`src/rtl/bcd_counter_n.sv`:
```
// ---------------------------------------------------------------------------
// bcd_counter_n
//   Parameterised chain of DIGITS cascaded BCD decades with synchronous
//   parallel load. The counter can step up or down and flags terminal count
//   and full-range wrap.
//
//   Optional feature macro: BCD_COUNTER_DOWN_EN
//     defined   -> 'up' selects the direction (1 = increment, 0 = decrement)
//     undefined -> 'up' is ignored, the counter always increments, and tc
//                  decodes only the all-9s state
//
//   Ports
//     clk      in   sole clock, all state updates on rising edge
//     rst      in   synchronous active-high reset (count = 0, wrap = 0)
//     en       in   count enable
//     up       in   direction (only used with BCD_COUNTER_DOWN_EN)
//     load     in   synchronous parallel load strobe (priority over en)
//     load_val in   load value, one BCD digit per nibble; nibbles 10..15
//                   are loaded as 0
//     count    out  registered count, digit 0 in bits [3:0]
//     tc       out  combinational terminal count for cascading
//     wrap     out  registered one-cycle pulse following a full-range wrap
// ---------------------------------------------------------------------------
module bcd_counter_n #(
    parameter int unsigned DIGITS = 2
) (
    input  logic                  clk,
    input  logic                  rst,
    input  logic                  en,
    input  logic                  up,
    input  logic                  load,
    input  logic [4*DIGITS-1:0]   load_val,
    output logic [4*DIGITS-1:0]   count,
    output logic                  tc,
    output logic                  wrap
);

    logic [4*DIGITS-1:0] count_q, count_d;
    logic                wrap_q, wrap_d;

    logic                dir_up;
    logic [4*DIGITS-1:0] step_val;
    logic [4*DIGITS-1:0] load_clean;
    logic                at_end;

`ifdef BCD_COUNTER_DOWN_EN
    assign dir_up = up;
`else
    logic unused_up;
    assign unused_up = up;
    assign dir_up    = 1'b1;
`endif

    // Ripple carry/borrow across decades: a digit steps only while every
    // lower digit sits at its extreme (9 going up, 0 going down). The carry
    // surviving past the top digit therefore means "all digits at extreme".
    always_comb begin
        logic       carry;
        logic [3:0] dig;
        step_val = count_q;
        carry    = 1'b1;
        for (int unsigned i = 0; i < DIGITS; i++) begin
            dig = count_q[4*i +: 4];
            if (carry) begin
                if (dir_up) begin
                    step_val[4*i +: 4] = (dig == 4'd9) ? 4'd0 : dig + 4'd1;
                end else begin
                    step_val[4*i +: 4] = (dig == 4'd0) ? 4'd9 : dig - 4'd1;
                end
            end
            carry = carry & (dir_up ? (dig == 4'd9) : (dig == 4'd0));
        end
        at_end = carry;
    end

    // Illegal load nibbles are forced to 0 so count never leaves BCD range.
    always_comb begin
        logic [3:0] ld_dig;
        load_clean = '0;
        for (int unsigned i = 0; i < DIGITS; i++) begin
            ld_dig = load_val[4*i +: 4];
            load_clean[4*i +: 4] = (ld_dig > 4'd9) ? 4'd0 : ld_dig;
        end
    end

    assign tc = en & ~load & at_end;

    always_comb begin
        count_d = count_q;
        if (load) begin
            count_d = load_clean;
        end else if (en) begin
            count_d = step_val;
        end
        wrap_d = tc;
    end

    always_ff @(posedge clk) begin
        if (rst) begin
            count_q <= '0;
            wrap_q  <= 1'b0;
        end else begin
            count_q <= count_d;
            wrap_q  <= wrap_d;
        end
    end

    assign count = count_q;
    assign wrap  = wrap_q;

endmodule
```
`config.mk`:
```
export PLATFORM = sky130hd
export DESIGN_NAME = bcd_counter_n
export DESIGN_NICKNAME = d
export VERILOG_FILES = /design/src/rtl/bcd_counter_n.sv
export SDC_FILE = /design/constraint.sdc
export NUM_CORES = 1
export LEC_CHECK = 0
export ABC_CLOCK_PERIOD_IN_PS = 2400
export BUFFER_PORTS_ARGS = -buffer_cell sky130_fd_sc_hd__buf_2
export CAP_MARGIN = 5
export CORE_AREA = 8 8 45 47
export CTS_BUF_LIST = sky130_fd_sc_hd__clkbuf_4
export DETAILED_ROUTE_END_ITERATION = 8
export DIE_AREA = 0 0 53 55
export GPL_TIMING_DRIVEN = 1
export PLACE_DENSITY_LB_ADDON = 0.12
export SKIP_LAST_GASP = 1
export SYNTH_ARGS = -nofsm -noshare
export SYNTH_HDL_FRONTEND = slang
export SYNTH_SLANG_ARGS = --single-unit
```
`constraint.sdc`:
```
create_clock -name clk -period 2.4 [get_ports clk]
set_clock_uncertainty 0.2 [all_clocks]
set_input_delay 0.24 -clock clk [delete_from_list [all_inputs] [get_ports clk]]
set_output_delay 0.24 -clock clk [all_outputs]
set_load 0.01 [all_outputs]
```
Word level (Yosys, flattened, before mapping)
Index checks and enable logic that the tools add are counted.
W data, S select, Z words.
- reduce and logical (&&, ||, !) cells: 3
- add/sub/neg operators: 2
- order comparisons: 2
- bitwise operators: 4
- eq/ne operators: 2
- multiplexer cells: 7
- operators by type and width (operator ; count):
    $mux W4 ; 5
    $mux W8 ; 2
    $add A4 B1 Y4 const B ; 2
    $eq A4 B4 Y1 const B ; 2
    $gt A4 B4 Y1 const B ; 2
    $reduce_bool A2 Y1 ; 2
    $and A1 B1 Y1 ; 3
    $reduce_and A2 Y1 ; 1
    $not A1 Y1 ; 1
- output and inout bits: 10
- flip-flop bits (word level): 9
- logic and storage cells: 23
- input port bits: 13

Logic depth before layout (Yosys ltp)
Gate-level depths: netlist of run 1.
- depth in word-level cells: 5
- gate-level depth with buffers: 5
- mapped depth without buffers: 4

Worst setup path before layout of run 1
Ideal clock, no wire load.
- path kind: reg-to-output
- start: reg count_q[0] (netlist: count[0])
- end: out tc
- buffers on the path: 0
- required time: 1.960 ns
- data arrival time: 1.030 ns
- stages on the path, launching flop included: 4
- path slack: 0.930 ns
- path through: dfxtp_1 > nand4b_2 > nor3b_2 > and2_2
- cells in the longest elaborated chain, start to end: 3
- RTL lines (item ; RTL line ; RTL):
    from (decl) ; 38 ; logic [4*DIGITS-1:0] count_q, count_d;
    from (signal assigned) ; 103 ; count_q <= count_d;
    $eq A4 B4 Y1 ; 71 ; carry = carry & (dir_up ? (dig == 4'd9) : (dig == 4'd0));
    $and A1 B1 Y1 ; 71 ;
    $and A1 B1 Y1 ; 86 ; assign tc = en & ~load & at_end;
    to (decl) ; 34 ; output logic tc,
Every way passes these cells.

Final worst setup path of run 1
Same ends and word-level chain as after synthesis.

==> metrics.csv, run 1 <==
metric,value,unit
outcome,completed,
grt_setup_unrepaired,no,
met3_length,98,µm
holdBufCountCts,0,
dp_hpwl,1080,µm
power_switching,95.7,µW
required,1960,ps
numCtsBuffers,3,
routed_wire_length_per_instance,12.4,µm
min_path_type,in -> reg,
core_area,1380,µm²
clk_pin_slew_worst_paths,60,ps
drcViolationCount,0,
cts_post_setup_buffers_inserted,0,
synth_sequential_area_ratio,32.3,%
drive_gt1_share,32.6,%
fp-row-count,14,
cts.sinks,9,
drt_wl_total,1330,µm
period_needed,1860,ps
syn_area_per_cell,7.97,µm²
final_antenna_net_count,0,
grtUsageTotal,10.6,%
clk_root_buffer_cell,clkbuf_4,
worstPathCellList,"nand4b_2, nor3b_2, and2_2, buf_2",
sequentialPowerShare,46.8,%
timing.critical_path.to_type,output pin,
timing.setup.critical_path_class,reg -> out,
worst_slew_pin_slew,341,ps
power.clock.fraction,35.9,%
crit_path_max_incr_delay,420,ps
p_leak,0.315,nW
synth_largest_type_area_fraction,32.3,%
multi_input_combinational_cell_area,350,µm²
fmax,0.537,GHz
pin_count,23,
drtIter0Drc,7,
insertion_delay,250,ps
post-place-ws,805,ps
reg2reg_from,count[0]$_SDFFE_PP0P_,
hold_violations,0,
slew_viol_final,0,
gpl.final_weighted_congestion,0.725,
ys_seq_elements,9,
crit_fanout,5,
synth-edff-count,0,
drt-vias-per-instance,5.18,
total_vias_in_the_final_route,559,
die_h,55,µm
most-common-layout-cells,"buf_2, dfxtp_1, nand2_1",
first_global_vias,577,
comb_power_share,17.3,%
leading_cell_type_in_the_layout_fill_and_taps_excluded,buf_2,
top_layer,met4,
max_cap_violations,0,
finalHoldWorstSlack,25.5,ps
area.growth.synth_to_final,25.6,%
ant_cells,0,
ys.flop_type,dfxtp_1,
register_area,180,µm²
gr-total-overflow,0,
cts_max_path_buffers,2,
cts.repair.resized,0,
critPathArrivalTime,1420,ps
grt_antenna_before_repair,0,
max-vdd-ir-drop,275,µV
worst_slew_margin_rel,77.1,%
first_pass_iters,2,
die_w,53,µm
worst-path-buf-inv,1,
cts_tree,done,
power.internal,262,µW
synthDominantAreaCellType,dfxtp_1,
routedLengthMet1,598,µm
period_share,77.5,%
post_synth_num_cell_types,35,
startpoint_of_the_most_critical_setup_path,count[0]$_SDFFE_PP0P_,
ys_top_cells_by_area,"dfxtp_1, nand2_1, xnor2_1",
syn-instance-count,70,
setup.reg_to_reg.worst_slack,890,ps
synth_area,558,µm²
routed_wire_length_on_met2,628,µm
global_route_wire_length_before_repair,2300,µm
timing.hold.worst.start,load_val[0],
synthArstFlopShare,0,%
timing.setup.tns,0,ps
cts.htree.levels,1,
die_area,2920,µm²
starting_density,40.3,%
syn-num-nets,83,
cell_with_the_biggest_individual_delay_on_the_critical_path,dfxtp_1,
filler_cell_count,150,
synthesis.yosys.warnings,0,
start_kind,flop,
port-buffer-count,21,
fin_util,50.6,%
p_sw_share,26.7,%
final-setup-viol-count,0,
total_chip_power,358,µW
maximum_number_of_pins_on_one_net_before_global_route_repair,20,
timing.final.ws_setup,540,ps
worst_path_dominant_cell_family,simple AND/OR/NAND/NOR gates,
num-nets-final,106,
power-per-cell-area,511,nW/µm²
==> cells by family after synthesis <==
| family | after synthesis | synth area share (%) |
|---|---|---|
| simple gates | 29 | 29.8 |
| compound gates | 20 | 24.9 |
| flops | 9 | 32.3 |
| buf+inv | 7 | 4.93 |
| xor+xnor | 4 | 6.28 |
| mux | 1 | 1.79 |
==> power groups by stage <==
stage / Combinational (mW) / Clock, mW / Sequential [mW]
2_1_floorplan: 0.0361 / 0 / 0.172
3_5_place_dp: 0.0631 / 0 / 0.171
4_1_cts: 0.0634 / 0.136 / 0.168
3_3_place_gp: 0.0628 / 0 / 0.170
6_report: 0.0621 / 0.128 / 0.167
5_1_grt: 0.0703 / 0.148 / 0.169
==> state kept, by name, summed over array words and instances, names as in the netlist <==
name	flops
count	8
wrap	1
==> routing by layer <==
metal  track usage [%]  vias to the layer above
li1                  -                      297
met1              10.8                      246
met2              19.3                       14
met3              3.74                        2
met4              3.88                        0
met5                 0                        -
==> final timing paths <==
kind / to / depth (start not counted)
max reg2reg: count[5]$_SDFFE_PP0P_ / 4
max: tc / 4
min: count[0]$_SDFFE_PP0P_ / 3
min reg2reg: count[7]$_SDFFE_PP0P_ / 2
==> final cells by class <==
type | instances | area share, %
multi-input cells | 54 | 50.0
repair buffers | 21 | 15.0
flip-flops and latches | 9 | 25.7
clock buffers | 4 | 4.29
inverters | 4 | 2.14
well taps | 16 | 2.86
==> stage by stage <==
stage	cells	area, µm²
finish	108	701
global route	108	701
floorplan	70	558
global placement	104	671
detailed placement	104	671
CTS	108	701
==> synth_stat cells (2+ instances only) <==
cell	n
o21a_1	2
nor2b_1	3
o21ai_0	5
xnor2_1	3
inv_1	4
nor2_1	6
a21oi_1	3
a2bb2oi_1	2
nand2_1	8
dfxtp_1	9
==> worst register-to-register path: stages, from the launching register on <==
cell	delay (ps)
dfxtp_1	420
nand4b_2	170
nor3b_2	280
mux2i_1	260
o31ai_2	70
Note: power is estimated with default switching activity, not from simulation.
==> run 2, diff against run 1 <==
ABC_AREA = 1   (was not set)
ABC_CLOCK_PERIOD_IN_PS = 1600   (was 2400)
CORE_AREA = not set   (was 8 8 45 47)
CORE_MARGIN = 8   (was not set)
CORE_UTILIZATION = 45   (was not set)
DIE_AREA = not set   (was 0 0 53 55)
clock period = 1.6 ns   (was 2.4 ns; I/O delays follow)
==> metrics.csv, run 2 <==
metric,value,unit
critPathArrivalTime,1170,ps
period_needed,1530,ps
timing.critical_path.mode_cell,inv_2,
placedInstanceArea,759,µm²
grt_use_met1,16.2,%
grt-busiest-layer,met2,
syn-num-nets,117,
violations_in_the_final_reports,negative hold slack,
drt_wl_total,1750,µm
gpl.final_weighted_congestion,0.786,
fmax,0.653,GHz
timing.setup.critical_path_class,reg -> out,
ys.flop_type,dfxtp_1,
num-nets-final,146,
ant_cells,0,
first_global_vias,745,
worst_slew_margin_rel,82.0,%
ys_seq_elements,9,
clk_pin_slew_worst_paths,70,ps
post-place-ws,183,ps
dp_hpwl,1300,µm
synth_commonest_cells,"nand2_1, nand3_1, inv_1",
drcViolationCount,0,
power-per-cell-area,720,nW/µm²
total_chip_power,610,µW
outcome,finished with violations,
slew_viol_final,0,
min_path_type,in -> reg,
timing.critical_path.to_type,output pin,
synthDominantAreaCellType,dfxtp_1,
post_synth_num_cell_types,16,
first_pass_iters,4,
worstPathCellList,"inv_2, nor2_4, nand2_4, inv_2, nand2_2, nor3_2, buf_2",
final-setup-viol-count,0,
synth_largest_type_area_fraction,28.1,%
drive_gt1_share,37.1,%
cts_tree,done,
insertion_delay,270,ps
syn-instance-count,104,
synth-edff-count,0,
synthesis.yosys.warnings,0,
die_w,53.7,µm
timing.final.ws_setup,69.2,ps
required,1240,ps
period_share,95.7,%
largest_reg_flops,8,
die_h,53.7,µm
cts.htree.levels,1,
gr-total-overflow,0,
max-vdd-ir-drop,652,µV
grt.met2_usage,21.6,%
pin_count,23,
worst_path_dominant_cell_family,flip-flops,
drtIter0Drc,18,
ys_top_cells_by_area,"dfxtp_1, nand2_1, nand3_1",
max_cap_violations,0,
final_antenna_net_count,0,
numCtsBuffers,3,
worst-path-buf-inv,3,
fp-row-count,13,
leading_cell_type_in_the_layout_fill_and_taps_excluded,nand2_1,
cts_max_path_buffers,2,
number_of_non_filler_instances_in_the_completed_layout,147,
global_route_wire_length_before_repair,2970,µm
grt.met3_usage,6.06,%
synth_sequential_area_ratio,28.1,%
hold_violations,1,
grtUsageTotal,13.5,%
total_vias_in_the_final_route,725,
grt_antenna_before_repair,0,
dp_cells,139,
core_area,1320,µm²
p_leak,0.457,nW
starting_density,48.6,%
syn_area_per_cell,6.16,µm²
start_kind,flop,
finalHoldWorstSlack,-15.7,ps
area.growth.synth_to_final,32.2,%
cell_with_the_biggest_individual_delay_on_the_critical_path,dfxtp_2,
synth_area,641,µm²
die_area,2890,µm²
cts.sinks,9,
worst_slew_pin_slew,271,ps
routed_wire_length_per_instance,11.9,µm
port-buffer-count,21,
crit_fanout,4,
synthArstFlopShare,0,%
clk_root_buffer_cell,clkbuf_4,
crit_path_max_incr_delay,350,ps
drt-vias-per-instance,4.93,
post-route-cell-area,847,µm²
maximum_number_of_pins_on_one_net_before_global_route_repair,15,
synth.most_common_cell,nand2_1,
grt_setup_unrepaired,no,
most-common-layout-cells,"nand2_1, buf_2, nand3_1",
## run 2: cell count changes in the layout (fill, tap and decap cells not counted), moves of 3 or more
cell / delta
nand2_1: +20
dfxtp_1: -6
nor2_1: +5
inv_1: +7
dfxtp_2: +5
inv_2: +5
nand2_4: +3
xnor2_1: -3
nand4_1: +3
nand3_1: +14
nor2b_1: -3
## run 2: routing by layer
layer  vias to the layer above  routed length [µm]
met5                         -                   0
met4                         0                  10
met3                         2                 103
met2                        17                 790
met1                       320                 846
li1                        386                   -
## run 2: cells by family after synthesis
logic type / after synthesis / synth area share [%]
DFF: 9 / 28.1
AOI/OAI and AO/OA: 9 / 7.23
buffers and inverters: 18 / 12.9
and+or+nand+nor: 68 / 51.8
## run 2: cell type report
type                       count  area (µm²)
timing repair buffer          25         140
tap                           15        18.8
clock buffer                   4        30.0
multi-input combinational     77         390
inverter                      17        77.6
fill                         130         470
sequential                     9         190
## run 2: worst paths after layout
kind,cells after the start,from,slack (ps),endpoint
min reg2reg,2,count[1]$_SDFFE_PP0P_,340,count[1]$_SDFFE_PP0P_
max,7,count[3]$_SDFFE_PP0P_,70,tc
max reg2reg,8,count[3]$_SDFFE_PP0P_,270,count[4]$_SDFFE_PP0P_
min,3,load_val[0],-20,count[0]$_SDFFE_PP0P_
## run 2: timing repair
item                                    4_1_cts  5_1_grt
buffers inserted                              2        0
pin swaps                                     3        3
hold buffers                                  3        0
endpoints found under the setup margin        1        2
gates resized for setup                       9        4
endpoints found under the hold margin         6        0
## run 2: metrics by stage
step / TNS [ps] / util [%]
after CTS: -13.5 / 64.6
after global routing: 0 / 64.3
after detailed placement: 0 / 57.6
final: 0 / 64.3
after floorplan: 0 / -
after global placement: 0 / 57.6
## run 2: worst register-to-register path, delay by kind of cell (launching register included)
| kind | cells | cell delay, ps |
|---|---|---|
| simple gates | 6 | 480 |
| flops | 1 | 350 |
| buf+inv | 2 | 200 |
## run 2: power breakdown
| part | total [mW] | internal, mW | switching (mW) |
|---|---|---|---|
| Combinational | 0.148 | 0.0608 | 0.0872 |
| Sequential | 0.257 | 0.239 | 0.0180 |
| Clock | 0.205 | 0.114 | 0.0915 |
==> run 3, diff against run 2 <==
MAX_ROUTING_LAYER = met4   (was not set)
SETUP_SLACK_MARGIN = 0.2   (was not set)
==> metrics.csv, run 3 (synthesis results as in run 2) <==
metric,value,unit
outcome,completed,
total_chip_power,616,µW
clk_pin_slew_worst_paths,70,ps
finalHoldWorstSlack,11.0,ps
maximum_number_of_pins_on_one_net_before_global_route_repair,15,
pin_count,23,
gpl.final_weighted_congestion,0.840,
drt_wl_total,1760,µm
leading_cell_type_in_the_layout_fill_and_taps_excluded,nand2_1,
post-place-ws,240,ps
critical_path.reg2reg.endpoint,count[4]$_SDFFE_PP0P_,
final_antenna_net_count,0,
crit_fanout,6,
hold_violations,0,
startpoint_of_the_most_critical_setup_path,count[1]$_SDFFE_PP0P_,
starting_density,48.6,%
insertion_delay,270,ps
setup.reg_to_reg.worst_slack,290,ps
start_kind,flop,
drive_gt1_share,39.7,%
grt_setup_unrepaired,yes,
max-vdd-ir-drop,615,µV
cts.htree.levels,1,
fmax,0.660,GHz
drt-vias-per-instance,5.03,
die_w,53.7,µm
period_needed,1520,ps
port-buffer-count,21,
total_vias_in_the_final_route,760,
timing.setup.critical_path_class,reg -> out,
global_route_wire_length_before_repair,2960,µm
timing.hold.worst.start,load_val[7],
final-setup-viol-count,0,
required,1240,ps
gr-total-overflow,0,
fp-row-count,13,
largest_reg_flops,8,
cts.sinks,9,
cts_max_path_buffers,2,
post-route-cell-area,888,µm²
period_share,94.7,%
first_pass_iters,4,
routed_wire_length_per_instance,11.7,µm
grtUsageTotal,14.0,%
timing.final.ws_setup,84.2,ps
die_area,2890,µm²
core_area,1320,µm²
slew_viol_final,0,
die_h,53.7,µm
power-per-cell-area,693,nW/µm²
max_cap_violations,0,
critPathArrivalTime,1160,ps
grt_antenna_before_repair,0,
p_leak,0.476,nW
min_path_type,in -> reg,
num-nets-final,150,
timing.hold.worst_path_depth,4,
clk_root_buffer_cell,clkbuf_4,
endpoint_of_the_worst_hold_path,count[4]$_SDFFE_PP0P_,
timing.critical_path.to_type,output pin,
drcViolationCount,0,
area.growth.synth_to_final,38.7,%
reg2reg_from,count[1]$_SDFFE_PP0P_,
dp_hpwl,1320,µm
first_global_vias,701,
cts_tree,done,
reg2reg_depth,7,
placedInstanceArea,772,µm²
drtIter0Drc,21,
numCtsBuffers,3,
ant_cells,0,
worst_slew_pin_slew,259,ps
most-common-layout-cells,"nand2_1, buf_2, nand3_1",
worst_slew_margin_rel,82.7,%
[run 3: cell types whose count changed in the layout (fill, tap and decap cells not counted), sizes merged]
cell         previous run  this run
dlygate4sd3             2         4
buf                    23        25
[run 3: stage by stage]
stage / utilization, % / TNS [ps] / cells
6_report: 67.4 / 0 / 151
5_1_grt: 67.4 / -5.28 / 151
4_1_cts: 66.4 / 0 / 151
3_5_place_dp: 58.6 / 0 / 140
3_3_place_gp: 58.6 / 0 / 140
2_1_floorplan: - / 0 / 104
[run 3: worst max path at each step]
stage	to	slack [ps]	cells after the start
floorplan	tc	270	6
global placement	tc	260	7
detailed placement	tc	240	7
CTS	tc	70	7
global route	tc	-5	7
finish	tc	80	6
[run 3: final cells by class]
| cell class | count | area (µm²) |
|---|---|---|
| Sequential cell | 9 | 189 |
| Fill cell | 121 | 429 |
| Clock buffer | 4 | 30.0 |
| Inverter | 17 | 77.6 |
| Multi-Input combinational cell | 77 | 398 |
| Tap cell | 15 | 18.8 |
| Timing Repair Buffer | 29 | 175 |
[run 3: report_power, final]
part	switching (mW)	internal, mW	total (mW)
logic	0.0894	0.0678	0.157
registers	0.0175	0.240	0.258
clock network	0.0876	0.113	0.201
total	0.194	0.421	0.616
[run 3: worst max-delay path, cell delays in order, from the launching register on]
cell and delay (ps):
dfxtp_2 360, nor2_4 140, nand2_4 60, inv_2 50, nand2_2 50, nor3_2 80
buf_2 140
[run 3: timing repair]
| action | CTS | global route |
|---|---|---|
| endpoints found under the hold margin | 6 | 0 |
| hold buffers | 4 | 0 |
| buffers inserted | 3 | 0 |
| setup endpoints to repair | 1 | 5 |
| pin swaps | 1 | 2 |
| resized for setup | 8 | 7 |
[run 3: metal layers]
metal  wire length, µm  track usage [%]  part of all wire [%]
met1               829             17.6                    47
met2               775             19.7                    44
met3               113             3.86                   6.4
met4                44             7.56                   2.5
met5                 0                -                     0
